[config.mk]
export PLATFORM = sky130hd
export DESIGN_NAME = multi_ro_rr
export DESIGN_NICKNAME = d
export VERILOG_FILES = /design/src/rtl/multi_ro_pkg.sv /design/src/rtl/rr_arbiter.sv /design/src/rtl/multi_ro_rr.sv
export SDC_FILE = /design/constraint.sdc
export NUM_CORES = 1
export LEC_CHECK = 0
export ABC_AREA = 0
export BUFFER_PORTS_ARGS = -buffer_cell sky130_fd_sc_hd__buf_2
export CORE_ASPECT_RATIO = 0.75
export CORE_UTILIZATION = 39
export CTS_BUF_LIST = sky130_fd_sc_hd__clkbuf_2 sky130_fd_sc_hd__clkbuf_4 sky130_fd_sc_hd__clkbuf_8
export DETAILED_ROUTE_END_ITERATION = 6
export PLACE_DENSITY_LB_ADDON = 0.2
export RECOVER_POWER = 25
export SETUP_SLACK_MARGIN = 0.4
export SLEW_MARGIN = 20
export SYNTH_ARGS = -nofsm -noshare
export SYNTH_HDL_FRONTEND = slang
export SYNTH_HIERARCHICAL = 1
export SYNTH_SLANG_ARGS = --single-unit
[constraint.sdc]
create_clock -name CLK -period 1.9 [get_ports CLK]
set_clock_uncertainty 0.1 [all_clocks]
set_input_delay 0.19 -clock CLK [delete_from_list [all_inputs] [get_ports CLK]]
set_output_delay 0.19 -clock CLK [all_outputs]
set_load 0.005 [all_outputs]
[src/rtl/multi_ro_pkg.sv]
// Shared types and helpers for the multi-channel readout sequencer.
package multi_ro_pkg;

    typedef enum logic [1:0] {
        ST_IDLE    = 2'd0,
        ST_HEADER  = 2'd1,
        ST_READOUT = 2'd2,
        ST_TRAILER = 2'd3
    } state_t;

    localparam logic [1:0] TYPE_HDR = 2'b01;
    localparam logic [1:0] TYPE_DAT = 2'b00;
    localparam logic [1:0] TYPE_TRL = 2'b11;

    // Ceiling log2; returns 0 for v <= 1.
    function automatic int unsigned clog2(input int unsigned v);
        int unsigned r;
        r = 0;
        while ((64'd1 << r) < 64'(v)) begin
            r = r + 1;
        end
        return r;
    endfunction

endpackage

[src/rtl/rr_arbiter.sv]
// Round-robin channel picker: first requester after 'last', wrapping modulo N_CH.
module rr_arbiter
    import multi_ro_pkg::*;
#(
    parameter int unsigned N_CH = 4,
    localparam int unsigned IDX_W = clog2(N_CH)
) (
    input  logic [N_CH-1:0]  req_i,
    input  logic [IDX_W-1:0] last_i,
    output logic [IDX_W-1:0] grant_o,
    output logic             valid_o
);

    int unsigned idx;

    // Walk from farthest to nearest so the nearest requester after 'last' wins.
    always_comb begin
        grant_o = '0;
        valid_o = |req_i;
        idx     = 0;
        for (int i = N_CH; i >= 1; i--) begin
            idx = (32'(last_i) + 32'(i)) % N_CH;
            for (int k = 0; k < N_CH; k++) begin
                if (req_i[k] && (32'(k) == idx)) begin
                    grant_o = IDX_W'(k);
                end
            end
        end
    end

endmodule

[src/rtl/multi_ro_rr.sv]
// Round-robin readout sequencer: moves framed bursts (header, data, trailer)
// from N_CH show-ahead channel FIFOs into one output FIFO.
module multi_ro_rr
    import multi_ro_pkg::*;
#(
    parameter int unsigned N_CH      = 4,
    parameter int unsigned DATA_W    = 16,
    parameter int unsigned MAX_BURST = 64,
    localparam int unsigned IDX_W    = clog2(N_CH),
    localparam int unsigned CNT_W    = clog2(MAX_BURST + 1)
) (
    input  logic                     CLK,
    input  logic                     RST,
    input  logic [N_CH-1:0]          DAVAIL,
    input  logic [N_CH*DATA_W-1:0]   CH_DATA,
    output logic [N_CH-1:0]          RD_EN,
    input  logic                     FULL,
    output logic                     WR_EN,
    output logic [DATA_W+1:0]        WR_DATA,
    output logic [IDX_W-1:0]         CHSEL,
    output logic                     BUSY
);

    state_t             state_q, state_d;
    logic [IDX_W-1:0]   chsel_q, chsel_d;
    logic [IDX_W-1:0]   last_q,  last_d;
    logic [CNT_W-1:0]   count_q, count_d;

    logic [IDX_W-1:0]   arb_grant;
    logic               arb_valid;
    logic [N_CH-1:0]    sel_oh;
    logic               cur_avail;
    logic [DATA_W-1:0]  cur_word;
    logic               at_max;

    rr_arbiter #(
        .N_CH (N_CH)
    ) u_arb (
        .req_i   (DAVAIL),
        .last_i  (last_q),
        .grant_o (arb_grant),
        .valid_o (arb_valid)
    );

    // Decode the granted channel once; every per-channel select goes through it.
    always_comb begin
        sel_oh   = '0;
        cur_word = '0;
        for (int k = 0; k < N_CH; k++) begin
            sel_oh[k] = (IDX_W'(k) == chsel_q);
            if (sel_oh[k]) begin
                cur_word = CH_DATA[k*DATA_W +: DATA_W];
            end
        end
        cur_avail = |(DAVAIL & sel_oh);
        at_max    = (count_q == CNT_W'(MAX_BURST));
    end

    always_ff @(posedge CLK) begin
        if (RST) begin
            state_q <= ST_IDLE;
            chsel_q <= '0;
            last_q  <= IDX_W'(N_CH - 1);
            count_q <= '0;
        end else begin
            state_q <= state_d;
            chsel_q <= chsel_d;
            last_q  <= last_d;
            count_q <= count_d;
        end
    end

    // Next state and strobes; a data write and its channel pop always go together.
    always_comb begin
        state_d = state_q;
        chsel_d = chsel_q;
        last_d  = last_q;
        count_d = count_q;
        RD_EN   = '0;
        WR_EN   = 1'b0;
        WR_DATA = '0;
        case (state_q)
            ST_IDLE: begin
                if (arb_valid) begin
                    chsel_d = arb_grant;
                    last_d  = arb_grant;
                    count_d = '0;
                    state_d = ST_HEADER;
                end
            end
            ST_HEADER: begin
                if (!FULL) begin
                    WR_EN   = 1'b1;
                    WR_DATA = {TYPE_HDR, DATA_W'(chsel_q)};
                    state_d = ST_READOUT;
                end
            end
            ST_READOUT: begin
                if (!cur_avail || at_max) begin
                    state_d = ST_TRAILER;
                end else if (!FULL) begin
                    WR_EN   = 1'b1;
                    RD_EN   = sel_oh;
                    WR_DATA = {TYPE_DAT, cur_word};
                    count_d = count_q + CNT_W'(1);
                end
            end
            ST_TRAILER: begin
                if (!FULL) begin
                    WR_EN   = 1'b1;
                    WR_DATA = {TYPE_TRL, DATA_W'(count_q)};
                    state_d = ST_IDLE;
                end
            end
            default: begin
                state_d = ST_IDLE;
            end
        endcase
    end

    assign CHSEL = chsel_q;
    assign BUSY  = (state_q != ST_IDLE);

`ifndef SYNTHESIS
    function automatic string state_name(input state_t s);
        case (s)
            ST_IDLE:    return "IDLE";
            ST_HEADER:  return "HEADER";
            ST_READOUT: return "READOUT";
            ST_TRAILER: return "TRAILER";
            default:    return "UNKNOWN";
        endcase
    endfunction
`endif

endmodule
# == Word level (Yosys, flattened, before mapping) ==
# Cells that the tools add are included.
# W data, S select, Z words.
# op_classes
n_addsub,5
n_eq_ne,25
mux,39
n_bitwise,1
n_reduce_logical,30
# op_table
cell,count
$logic_not A32 Y1,3
$mux W16,6
$pmux W18 S3,1
$mux W2,18
$mux W7,3
$eq A2 B2 Y1 const A,10
$mux W18,1
$mux W17,1
$logic_and A1 B1 Y1,15
$pmux W7 S2,1
$mux W4,3
$ne A2 B2 Y1 const B,6
$eq A1 B2 Y1 const A,5
$pmux W2 S4,1
$reduce_and A4 Y1,2
$reduce_or A4 Y1,2
$add A7 B1 Y7 const B,1
$eq A7 B7 Y1 const B,1
$add A2 B1 Y2 const B,2
$add A2 B2 Y2 const B,2
$and A4 B4 Y4,1
$eq A2 B2 Y1 const B,2
$logic_not A2 Y1,2
$reduce_bool A2 Y1,2
7 further kinds,9
# totals
regBits,13
in_bits,71
out_inout_bits,26
wordCells,104

# == Longest topological paths before layout ==
# depth
word_depth,18
mapped_depth,8
ltp_nobuf,6

# == Cells and area by module ==
# Netlist, hierarchy kept.
# by_module_without_submodules
module,instances,cells_each,area_per_inst_um2,seq_area_each_um2
multi_ro_rr,1,136,1342.5,260.2
rr_arbiter,1,14,81.3,0.0

# == Least setup slack after synthesis ==
# Ideal clock, no wire load.
# synth_timing
kind,register -> register
start,register state_q[0]
end,register count_q[5]
setup_time_ps,70
arrival_time_ps,1847
t_required_ps,1730
setup_slack_ps,-117
stages_incl_launch_ff,9
path_buffers,2
synth_period_minus_slack_ps,2017
path_cell_list,dfxtp_1 inv_1 ha_1 buf_4 nand2b_1 a21o_1 clkbuf_1 or4_1 a21oi_1
# synth_between
elab_chain_cells,3
word_cells_on_any_way,8
cone_classes,4 x eq/ne; 1 x mux; 3 x reduce/logical
# synth_lines
item,line_no,source
"start, declared",multi_ro_rr.sv:24,"state_t state_q, state_d;"
"start signal, assigned",multi_ro_rr.sv:66,state_q <= state_d;
$eq A2 B2 Y1 / $logic_not A2 Y1 (equally long branches),multi_ro_rr.sv:82,case (state_q)
$ne A2 B2 Y1 (no line) / $reduce_bool A2 Y1 (equally long branches),--,
$reduce_and A4 Y1 (no line),--,
"end signal, assigned",multi_ro_rr.sv:69,count_q <= count_d;
"end, declared",multi_ro_rr.sv:27,"logic [CNT_W-1:0] count_q, count_d;"
# Several ways; a longest one is shown, not always the timed one.
# A chain may end at the register's enable or synchronous reset.

# == Worst setup path in the final report ==
# layout_timing
start,register count_q[2]
end,output WR_DATA[1]
# layout_between
elab_chain_cells,4
# layout_lines
item,line_no,source
$eq A7 B7 Y1,multi_ro_rr.sv:56,at_max = (count_q == CNT_W'(MAX_BURST));
$logic_or A1 B1 Y1,multi_ro_rr.sv:99,if (!cur_avail || at_max) begin
$mux W16,multi_ro_rr.sv:99,
$pmux W18 S3,multi_ro_rr.sv:82,
"end, declared",multi_ro_rr.sv:19,"output logic [DATA_W+1:0] WR_DATA,"
# No other way between the ends.

==> flow_summary_export.csv <==
group,metric,value,unit
status,outcome,"complete, but fails checks",
status,violations,"negative setup slack",
grt,track_usage,25.8,%
yosys,synth_warnings,6,
yosys,synth_edf_count,0,
routing,detail_route.wl_per_cell,15.7,microns
yosys,syn_avg_cell_area,9.49,sq um
grt,grt_pass1_vias,1653,
cells_and_area,final_core_util,68.8,%
cells_and_area,layout-drive-gt1-share,64.7,%
job,maxCapViolCount,0,
sta,layout_min_cycle_time,2.17,ns
die,die_w,71.8,microns
critical_path,required,1.61,ns
die,die_h,54.3,microns
pwr,p_per_area,913,nW/um^2
clock_tree,h-tree-depth,1,
sta,worst_slew_pin_slew,0.680,ns
cells_and_area,n_antenna_cell,0,
cells_and_area,nets,347,
critical_path,start_kind,"flip-flop",
critical_path,cp.arrival,1.88,ns
critical_path,slowest_stage,"or4b_4",
clock_tree,cts.clk_slew.worst_paths,0.06,ns
grt,overflow,0,
yosys,ys_types,38,
die,rows,18,
clock_tree,cts_made_buffers,3,
critical_path,slowest_delay,0.54,ns
sta,setup_ws,-0.273,ns
yosys,synth-main-ff-cell,"dfxtp_1",
clock_tree,hold_buffers,0,
grt,grt_max_degree,17,
grt,antenna_found_initial,0,
routing,routed_wl,4.86,mm
yosys,synth_top_cell_by_area,"mux4_2",
critical_path,crit_path_max_fanout,6,
clock_tree,clk_latency,0.24,ns
place,gp_congestion,0.785,
die,core_area,3380,sq um
sta,maxSlewHeadroom,54.6,%
yosys,yosysSeqAreaShare,18.3,%
yosys,synthCells,150,
clock_tree,cts_tree,"built",
clock_tree,clockBufferDepth,2,
sta,drv_slew,0,
critical_path,critPathTopFamily,"simple AND/OR/NAND/NOR gates",
critical_path,cp_num_buf_inv,1,
critical_path,crit_path_end_kind,"output port",
hold_path,min_path_type,"in2reg",
clock_tree,cts_num_sinks,13,
routing,routed_via_density,5.58,
sta,hold_viol,0,
sta,rsz0062_at_grt,"true",
cells_and_area,fin_cells,309,
cells_and_area,syn_to_final_growth,63.2,%
pwr,p_leak,1.11,nW
sta,fmax,0.460,GHz
routing,drt-pass1-iter-count,6,
grt,grt_pass1_wl,7.67,mm
yosys,synth-async-reset-ratio,0,%
routing,ant_nets,0,
sta,setup_viol,21,
critical_path,worstSetupPathType,"reg2out",
yosys,synthesis.area,1420,sq um
yosys,netlist_top_cells_area,"mux4_2 25%, dfxtp_1 18%, a21oi_1 5.6%, ha_1 5.3%, and3_1 4.0%",
pwr,total_power,0.00212,W
place,io_buffers,96,
routing,dr_total_vias,1724,
yosys,synth_top_area_share,25.3,%
clock_tree,clockRootBuffer,"clkbuf_8",
pwr,ir_drop,0.546,mV
die,start_util,42.1,%
sta,fin_crit_sh,114,%
place,dp_hpwl,3.83,mm
yosys,synthTopCellsByCount,"16 x a21oi_1, 16 x mux4_2, 13 x dfxtp_1, 9 x and3_1, 9 x nand2_1",
yosys,ys_ff_latch,13,
routing,drt_iter0_drc,115,
place,place_inst,296,
die,dieArea,3900,sq um
critical_path,path_cells,"or4b_4 > o211a_4 > a222oi_1 > nor3_1 > buf_2",
die,ios,97,
yosys,synth.net_count,227,
routing,drc,0,
[worst register-to-register path, stage by stage, from the launching register on]
cell	delay, ns
dfxtp_4	0.38
inv_4	0.04
ha_1	0.27
nand2b_4	0.18
a21o_4	0.25
or4_1	0.48
a21oi_1	0.12
[routing by layer]
layer	part of all wire, %	GRT usage [%]	up-vias
met5	0	0	-
met4	1.1	4.90	0
met2	48	48.1	72
li1	-	-	841
met1	44	31.5	805
met3	7.0	5.52	6
[state kept, by name (all words and copies together), names as in the netlist]
signal / cells
CHSEL: 2
count_q: 7
state_q: 2
last_q: 2
[worst paths after layout]
path              depth (start not counted)  slack [ns]                     from                       to
setup / recovery                          5       -0.27  count_q[2]$_SDFFE_PP0P_               WR_DATA[1]
hold reg to reg                           2        0.46   last_q[0]$_SDFFE_PP1P_   last_q[0]$_SDFFE_PP1P_
hold / removal                            2        0.13                      RST    CHSEL[0]$_SDFFE_PP0P_
setup reg to reg                          6        0.01  state_q[1]$_SDFFE_PP0P_  count_q[5]$_SDFFE_PP0P_
[cell usage in the layout (no fill, tap or decap), types with 3 or more instances in the layout]
| cell | synthesis | final |
|---|---|---|
| a21oi_1 | 16 | 12 |
| a21oi_2 | 0 | 4 |
| a32o_1 | 5 | 5 |
| and3_1 | 9 | 8 |
| buf_2 | 2 | 96 |
| buf_4 | 2 | 24 |
| buf_6 | 1 | 7 |
| clkbuf_8 | 0 | 3 |
| dfxtp_1 | 13 | 9 |
| dfxtp_2 | 0 | 3 |
| ha_1 | 6 | 4 |
| inv_1 | 7 | 4 |
| mux4_2 | 16 | 16 |
| nand2_1 | 9 | 8 |
| nand2b_1 | 5 | 4 |
| nand3_1 | 4 | 4 |
| nor2_1 | 5 | 3 |
| o31ai_1 | 5 | 5 |
| or4_4 | 0 | 3 |
[per-stage QoR]
step / area (sq um) / hold WS (ns) / setup TNS, ns / setup WS, ns
2_1_floorplan: 1490 / 0.345 / 0 / 0.0626
3_3_place_gp: 2090 / 0.365 / -0.201 / -0.0413
3_5_place_dp: 2090 / 0.368 / -0.454 / -0.0762
4_1_cts: 2240 / 0.107 / -4.52 / -0.270
5_1_grt: 2320 / 0.135 / -5.44 / -0.343
6_report: 2320 / 0.130 / -4.38 / -0.273
[area by class of cell]
type                    instances  area, sq um
inverters                       7         28.8
repair buffers                128          759
multi-input cells             117         1170
well taps                      40         50.0
fillers                       283         1050
clock buffers                   4         48.8
flip-flops and latches         13          268
[report_power, final]
group | leakage (nW) | internal (W) | switching [W]
clock | 0.0262 | 0.000162 | 0.000101
combinational | 0.979 | 0.000768 | 0.000684
sequential | 0.108 | 0.000339 | 0.0000685
[logic make-up (layout without fill, tap and decap cells)]
| kind of cell | Yosys count | after routing | synth area share, % |
|---|---|---|---|
| compound gates | 41 | 41 | 20.3 |
| fa+ha+maj | 6 | 6 | 5.27 |
| buf+inv | 20 | 139 | 6.50 |
| flops | 13 | 13 | 18.3 |
| mux | 19 | 19 | 28.6 |
| simple gates | 51 | 51 | 21.1 |
[repair_timing]
action | 4_1_cts | 5_1_grt
endpoints found under the hold margin | 0 | 0
gates cloned | 0 | 1
endpoints found under the setup margin | 32 | 33
resized for setup | 15 | 15
setup buffers | 4 | 4
pin swaps | 4 | 11
(Power assumes the default switching activity.)
